===== src/rtl/eth_pkg.sv =====
`default_nettype none
// ==========================================================================
// Package  : eth_pkg
// Summary  : Shared types and constants for the Ethernet TX frame arbiter.
// Revision : 1.0 - initial release
// ==========================================================================
package eth_pkg;

  // Arbiter control states: waiting, forwarding a frame, discarding a tail
  typedef enum logic [1:0] {
    ST_IDLE = 2'd0,
    ST_XFER = 2'd1,
    ST_DROP = 2'd2
  } arb_state_e;

  // Longest frame (in beats) forwarded before forced truncation
  localparam int C_MAX_BEATS = 1522;

endpackage
`default_nettype wire


===== src/rtl/eth_rr_arbiter.sv =====
`default_nettype none
// ==========================================================================
// Module   : eth_rr_arbiter
// Summary  : Combinational round-robin picker. Returns the first requester
//            strictly after the last-granted index, wrapping to 0.
// Revision : 1.0 - initial release
// ==========================================================================
module eth_rr_arbiter #(
  parameter int N_PORTS = 2,
  parameter int IDX_W   = $clog2(N_PORTS)
) (
  input  logic [N_PORTS-1:0] i_req,
  input  logic [IDX_W-1:0]   i_last,
  output logic [IDX_W-1:0]   o_grant,
  output logic               o_valid
);

  localparam logic [IDX_W:0] C_NPORTS = (IDX_W+1)'(N_PORTS);

  logic [IDX_W:0] w_sum;

  // Scan last+1 .. last+N_PORTS (mod N_PORTS); the last candidate is the previous winner itself
  always_comb begin
    o_grant = '0;
    o_valid = 1'b0;
    w_sum   = '0;
    for (int i = 1; i <= N_PORTS; i++) begin
      w_sum = {1'b0, i_last} + (IDX_W+1)'(i);
      if (w_sum >= C_NPORTS) begin
        w_sum = w_sum - C_NPORTS;
      end
      if (!o_valid && i_req[w_sum[IDX_W-1:0]]) begin
        o_valid = 1'b1;
        o_grant = w_sum[IDX_W-1:0];
      end
    end
  end

endmodule
`default_nettype wire


===== src/rtl/eth_tx_arbiter.sv =====
`default_nettype none
// ==========================================================================
// Module   : eth_tx_arbiter
// Summary  : Merges N AXI-Stream frame sources into one MAC TX stream.
//            Whole frames are granted round-robin, passed through a single
//            output register, and truncated (tagged bad) at MAX_BEATS.
// Revision : 1.0 - initial release
// ==========================================================================
module eth_tx_arbiter
  import eth_pkg::*;
#(
  parameter int N_PORTS   = 2,
  parameter int DATA_W    = 8,
  parameter int MAX_BEATS = C_MAX_BEATS
) (
  input  logic                       clk,
  input  logic                       reset_n,
  input  logic [N_PORTS*DATA_W-1:0]  s_tdata,
  input  logic [N_PORTS-1:0]         s_tvalid,
  input  logic [N_PORTS-1:0]         s_tlast,
  input  logic [N_PORTS-1:0]         s_tuser,
  output logic [N_PORTS-1:0]         s_tready,
  output logic [DATA_W-1:0]          m_tdata,
  output logic                       m_tvalid,
  output logic                       m_tlast,
  output logic                       m_tuser,
  input  logic                       m_tready,
  output logic [$clog2(N_PORTS)-1:0] grant_id,
  output logic                       busy,
  output logic                       oversize
);

  localparam int                IDX_W       = $clog2(N_PORTS);
  localparam int                CNT_W       = $clog2(MAX_BEATS + 1);
  localparam logic [CNT_W-1:0]  C_LAST_BEAT = CNT_W'(MAX_BEATS - 1);
  localparam logic [IDX_W-1:0]  C_PTR_RST   = IDX_W'(N_PORTS - 1);

  arb_state_e         r_state;
  arb_state_e         w_state_next;
  logic [IDX_W-1:0]   r_grant;
  logic [IDX_W-1:0]   r_last_ptr;
  logic [CNT_W-1:0]   r_cnt;
  logic [DATA_W-1:0]  r_m_tdata;
  logic               r_m_tvalid;
  logic               r_m_tlast;
  logic               r_m_tuser;
  logic               r_oversize;

  logic [IDX_W-1:0]   w_arb_grant;
  logic               w_arb_valid;
  logic [DATA_W-1:0]  w_sel_data;
  logic               w_sel_valid;
  logic               w_sel_last;
  logic               w_sel_user;
  logic               w_out_free;
  logic               w_sel_ready;
  logic               w_accept;
  logic               w_trunc;

  eth_rr_arbiter #(
    .N_PORTS (N_PORTS),
    .IDX_W   (IDX_W)
  ) u_rr (
    .i_req   (s_tvalid),
    .i_last  (r_last_ptr),
    .o_grant (w_arb_grant),
    .o_valid (w_arb_valid)
  );

  // Route the granted source, derive its ready and the truncation condition
  always_comb begin
    w_sel_valid = s_tvalid[r_grant];
    w_sel_last  = s_tlast[r_grant];
    w_sel_user  = s_tuser[r_grant];
    w_sel_data  = s_tdata[int'(r_grant)*DATA_W +: DATA_W];
    w_out_free  = !r_m_tvalid || m_tready;
    w_sel_ready = (r_state == ST_XFER) ? w_out_free : (r_state == ST_DROP);
    w_accept    = w_sel_valid && w_sel_ready;
    // The MAX_BEATS-th beat without tlast closes the frame early
    w_trunc     = (r_state == ST_XFER) && w_accept && !w_sel_last && (r_cnt == C_LAST_BEAT);
    s_tready          = '0;
    s_tready[r_grant] = w_sel_ready;
  end

  // Next-state logic; every frame ends in IDLE so each new grant costs one bubble cycle
  always_comb begin
    w_state_next = r_state;
    unique case (r_state)
      ST_IDLE: if (w_arb_valid) w_state_next = ST_XFER;
      ST_XFER: begin
        if (w_accept && w_sel_last) begin
          w_state_next = ST_IDLE;
        end else if (w_trunc) begin
          w_state_next = ST_DROP;
        end
      end
      ST_DROP: if (w_accept && w_sel_last) w_state_next = ST_IDLE;
      default: w_state_next = ST_IDLE;
    endcase
  end

  // State register
  always_ff @(posedge clk or negedge reset_n) begin
    if (!reset_n) r_state <= ST_IDLE;
    else          r_state <= w_state_next;
  end

  // Grant capture and per-frame beat counter
  always_ff @(posedge clk or negedge reset_n) begin
    if (!reset_n) begin
      r_grant    <= '0;
      r_last_ptr <= C_PTR_RST;
      r_cnt      <= '0;
    end else if ((r_state == ST_IDLE) && w_arb_valid) begin
      r_grant    <= w_arb_grant;
      r_last_ptr <= w_arb_grant;
      r_cnt      <= '0;
    end else if ((r_state == ST_XFER) && w_accept) begin
      r_cnt      <= r_cnt + CNT_W'(1);
    end
  end

  // Single-entry output register; a beat is only accepted when this slot is free
  always_ff @(posedge clk or negedge reset_n) begin
    if (!reset_n) begin
      r_m_tdata  <= '0;
      r_m_tvalid <= 1'b0;
      r_m_tlast  <= 1'b0;
      r_m_tuser  <= 1'b0;
    end else if ((r_state == ST_XFER) && w_accept) begin
      r_m_tdata  <= w_sel_data;
      r_m_tvalid <= 1'b1;
      r_m_tlast  <= w_sel_last || w_trunc;
      r_m_tuser  <= w_sel_user || w_trunc;
    end else if (m_tready) begin
      r_m_tvalid <= 1'b0;
    end
  end

  // One-cycle truncation flag
  always_ff @(posedge clk or negedge reset_n) begin
    if (!reset_n) r_oversize <= 1'b0;
    else          r_oversize <= w_trunc;
  end

  assign m_tdata  = r_m_tdata;
  assign m_tvalid = r_m_tvalid;
  assign m_tlast  = r_m_tlast;
  assign m_tuser  = r_m_tuser;
  assign grant_id = r_grant;
  assign busy     = (r_state != ST_IDLE);
  assign oversize = r_oversize;

endmodule
`default_nettype wire


===== config.mk =====
export PLATFORM = sky130hd
export DESIGN_NAME = eth_tx_arbiter
export DESIGN_NICKNAME = d
export VERILOG_FILES = /design/src/rtl/eth_pkg.sv /design/src/rtl/eth_rr_arbiter.sv /design/src/rtl/eth_tx_arbiter.sv
export SDC_FILE = /design/constraint.sdc
export NUM_CORES = 1
export LEC_CHECK = 0
export ABC_AREA = 1
export CORE_AREA = 2 2 81 83
export DETAILED_ROUTE_END_ITERATION = 7
export DIE_AREA = 0 0 83 85
export GPL_TIMING_DRIVEN = 0
export PLACE_DENSITY = 0.43
export SYNTH_ARGS = -nofsm -noshare
export SYNTH_HDL_FRONTEND = slang
export SYNTH_SLANG_ARGS = --single-unit

===== constraint.sdc =====
create_clock -name clk -period 2.76 [get_ports clk]
set_input_delay 0.552 -clock clk [delete_from_list [all_inputs] [get_ports clk]]
set_output_delay 0.552 -clock clk [all_outputs]
set_load 0.01 [all_outputs]

-- After elaboration in Yosys (flattened, before gate mapping)
Index checks and enable logic that the tools add are counted.
- output and inout bits: 16
- memories kept: 0
- logic and storage cells: 75
- input port bits: 25
- RAM bits: 0
- latch bits: 0
- bits in read-only memories: 0
- register bits after elaboration: 27
- equal/unequal tests: 6
- div/mod/pow operators: 0
- add/sub/neg operators: 5
- $mul: 0
- bitwise operators: 1
- $lt $le $gt $ge: 6
- reduce and logical (&&, ||, !) cells: 19
- shift-type cells: 1
- multiplexer cells: 28
- operators with widths (cell ; count):
    $mux W11 ; 2
    $mux W1 ; 20
    $shiftx A16 B5 Y8 ; 1
    $add A11 B1 Y11 const B ; 1
    $eq A11 B11 Y1 const B ; 1
    $logic_and A1 B1 Y1 ; 8
    $mux W2 ; 4
    $lt A1 B2 Y1 const B ; 3
    $pmux W2 S3 ; 1
    $reduce_bool A2 Y1 ; 3
    $ge A2 B2 Y1 const B ; 2
    $logic_not A1 Y1 ; 3
    $logic_or A1 B1 Y1 ; 3
    $ne A3 B2 Y1 const B ; 1
    $reduce_and A3 Y1 ; 1
    $add A1 B1 Y2 const B ; 1
    $add A1 B2 Y2 const B ; 1
    $and A2 B2 Y2 ; 1
    $eq A2 B1 Y1 const B ; 1
    $eq A2 B2 Y1 const B ; 1
    $logic_not A2 Y1 ; 1
    $ne A2 B1 Y1 const B ; 1
    $ne A2 B2 Y1 const B ; 1
    $sub A1 B1 Y1 const B ; 2
    other kinds (2) ; 2

-- Longest topological paths before layout
- word-level depth: 11
- mapped depth: 8
- mapped depth without buffers: 8

-- Cells and area by module
A second synthesis with hierarchy kept.
- cell total of the unflattened synthesis: 201
- area total of the unflattened synthesis: 1478.9 um^2
- modules (own cells, without submodules) (module ; cells an instance ; seq. area each (um^2) ; instances ; area an instance (um^2)):
    eth_tx_arbiter ; 198 ; 676.9 ; 1 ; 1463.9
    eth_rr_arbiter ; 3 ; 0.0 ; 1 ; 15.0

-- Worst setup path before layout
Ideal clock, no wire load.
- kind: input-to-output
- start point: input m_tready
- end point: output s_tready[0]
- slack: 1230 ps
- path buffers: 0
- arrival: 978 ps
- stages: 6
- data required time: 2208 ps
- cells stage by stage: nor2_1 > inv_1 > nand2_1 > nand2_1 > inv_1 > nor2_1
- longest elaborated chain between the ends: 3
- ends and longest elaborated chain (item ; line ; text):
    start: declaration ; eth_tx_arbiter.sv:27 ; input logic m_tready,
    $logic_or A1 B1 Y1 ; eth_tx_arbiter.sv:76 ; w_out_free = !r_m_tvalid || m_tready;
    $mux W1 ; eth_tx_arbiter.sv:77 ; w_sel_ready = (r_state == ST_XFER) ? w_out_free : (r_state == ST_DROP);
    $and A2 B2 Y2 (no source line) ; -- ;
    end: declaration ; eth_tx_arbiter.sv:22 ; output logic [N_PORTS-1:0] s_tready,
Every way passes these cells.

-- Worst setup path in the final report
Ends and elaborated chain as after synthesis.

==> results_dict.tcl <==
set metrics [dict create \
    r2r_slack_ns 1.27 \
    routed_wl_mm 3.931 \
    tightest_slew_ns 0.6682 \
    port_buffers 40 \
    yosys.area.top_type "dfrtp_1" \
    crit_chain "clkdlybuf4s50_1 > nor2_1 > inv_1 > nand2_1 > nand2_1 > inv_1 > nor2_1 > clkdlybuf4s50_1" \
    hold_buffers 0 \
    crit_type "in -> out" \
    n_fill_cell 673 \
    ys_seq_elements 27 \
    arrival_ns 1.94 \
    critPathMaxStageDelay_ns 0.54 \
    clockBufferDepth 2 \
    cp-startpoint "m_tready" \
    holdCritPathClass "in -> async" \
    syn_inst 203 \
    hpwlAfterDp_mm 3.005 \
    syn_avg_cell_area_um2 7.316 \
    hold_slack_ns 0.3001 \
    layout.cells.non_filler 324 \
    power.leakage_nw 0.9046 \
    crit_fanout 2 \
    n_antenna_cell 0 \
    critPathCapture "s_tready[0]" \
    place.gp.congestion 0.7634 \
    end_kind "output pin" \
    mostFrequentLayoutCells "60 x nand2_1, 39 x clkdlybuf4s50_1, 26 x dfrtp_1" \
    cts_tree "built" \
    grt_pass1_vias 1426 \
    initial_core_util_pct 23.94 \
    status "finished, final reports clean" \
    cts-root-buf "clkbuf_8" \
    nets 275 \
    via_count 1441 \
    synth_nets 230 \
    post-cts-setup-buffers 0 \
    ys_types 27 \
    area_growth_pct 36.14 \
    cap_violations 0 \
    fp.dieH_um 85 \
    ant_nets 0 \
    layout_commonest_cell "nand2_1" \
    min_period_over_period_pct 90.17 \
    clk_pin_slew_worst_paths_ns 0.10 \
    grt_usage_pct 11.92 \
    reg2reg_depth 6 \
    peakVddDrop_uv 371.0 \
    numCtsBuffers 3 \
    grt_max_degree 28 \
    die_w_um 83 \
    crit_slowest_cell "clkdlybuf4s50_1" \
    r2r-end "r_cnt[8]" \
    first_iter_violations 78 \
    coreArea_um2 6205 \
    overflow 0 \
    period_minus_slack_ns 2.489 \
    die_area_um2 7055 \
    h-tree-depth 1 \
    slew_viol_final 0 \
    rsz0062_at_grt "no" \
    pre_cts_slack_ns 0.2748 \
    drive_gt1_share_pct 6.073 \
    drcViolationCount 0 \
    pin_count 41 \
    dp.cells 320 \
    synth_warnings 0 \
    setup_ws_ns 0.2713 \
    ys_seq_area_share_pct 45.58 \
    maxSlewHeadroom_pct 55.45 \
    required_ns 2.21 \
    clk_latency_ns 0.28 \
    fin_skew_ns 0.006257 \
    reg2reg_from "r_cnt[0]" \
    drt_pre_antenna_iters 4 \
    syn_area_um2 1485 \
    cts_resized 0 \
    wl_per_cell_um 12.13 \
    power_density_nw_per_um2 848.2 \
    clkSinkCount 27 \
    synth_top_area_share_pct 43.81 \
    ys_top_cells_by_area "dfrtp_1 44%, nand2_1 15%, inv_1 6.3%" \
    via_per_inst 4.448 \
    fmax_mhz 401.8 \
    start_kind "input port" \
    fin_tns_setup_ns 0 \
    hold_viol_final 0 \
    antenna_found_initial 0 \
    grt_pass1_wl_mm 6.893 \
    rows 29 \
    setup_viol 0 \
]
-- worst min-delay path by stage --
stage / from / end / slack [ns] / cells after the start
after floorplan: reset_n / grant_id / 0.26 / 0
after global placement: m_tuser / m_tuser / 0.50 / 2
after detailed placement: m_tuser / m_tuser / 0.50 / 2
after CTS: r_last_ptr / r_last_ptr / 0.53 / 2
after global routing: reset_n / r_cnt[2] / 0.34 / 1
final: reset_n / r_cnt[10] / 0.30 / 1
-- power breakdown --
| group | internal, mW | switching (mW) |
|---|---|---|
| Clock | 0.104 | 0.131 |
| Sequential | 0.522 | 0.0897 |
| Combinational | 0.388 | 0.481 |
| Total | 1.01 | 0.701 |
-- metal layers --
layer  global-route usage, %  vias to the layer above  wire length (um)  share of wire (%)
met5                       0                        -                 0                  0
met4                   3.279                        0                16               0.41
met1                   15.80                      660              1932                 49
met3                   3.405                        2               240                6.1
li1                        -                      746                 -                  -
met2                   19.13                       33              1742                 44
-- synth_stat cells, drive strengths merged --
cell type / number
dfrtp: 26
buf: 3
o21bai: 1
nand2: 62
o211ai: 1
a31oi: 8
o22ai: 1
clkbuf: 2
nand4: 9
ha: 2
nor2: 27
dfstp: 1
nor3: 3
nand3: 16
o21ai: 12
nor3b: 1
a21oi: 1
inv: 27
-- worst max-delay path, delay by kind of cell --
family                 cells  cell delay, ns
buffers and inverters      4            1.12
AND/OR/NAND/NOR            4            0.26
-- flip-flops by register name (all words and copies together) (netlist names) --
name and cells:
r_cnt 11, m_tdata 8, r_state 2, grant_id 1
m_tlast 1, m_tuser 1, m_tvalid 1, oversize 1
r_last_ptr 1
-- per-stage QoR --
step / util, % / instance area [um^2] / power (mW)
5_1_grt: 32.59 / 2022 / 1.876
3_5_place_dp: 31.94 / 1982 / 1.504
6_report: 32.59 / 2022 / 1.715
3_3_place_gp: 31.94 / 1982 / 1.511
4_1_cts: 32.67 / 2027 / 1.748
2_1_floorplan: - / 1485 / 1.092
-- layout make-up --
| type | count | area [um^2] | share of cell area, % |
|---|---|---|---|
| sequential | 27 | 676.9 | 33.48 |
| multi-input combinational | 144 | 673.1 | 33.29 |
| timing repair buffer | 40 | 395.4 | 19.55 |
| inverter | 27 | 103.9 | 5.136 |
| tap | 77 | 96.34 | 4.765 |
| clock buffer | 4 | 45.04 | 2.228 |
| buffer | 5 | 31.28 | 1.547 |
-- cells by family after synthesis --
kind of cell | Yosys count | synth area share (%)
buffers and inverters | 32 | 9.099
AOI/OAI and AO/OA | 24 | 9.436
DFF | 27 | 45.58
and+or+nand+nor | 118 | 34.20
adders and majority gates | 2 | 1.685
Power figures use the tool's default switching activity.
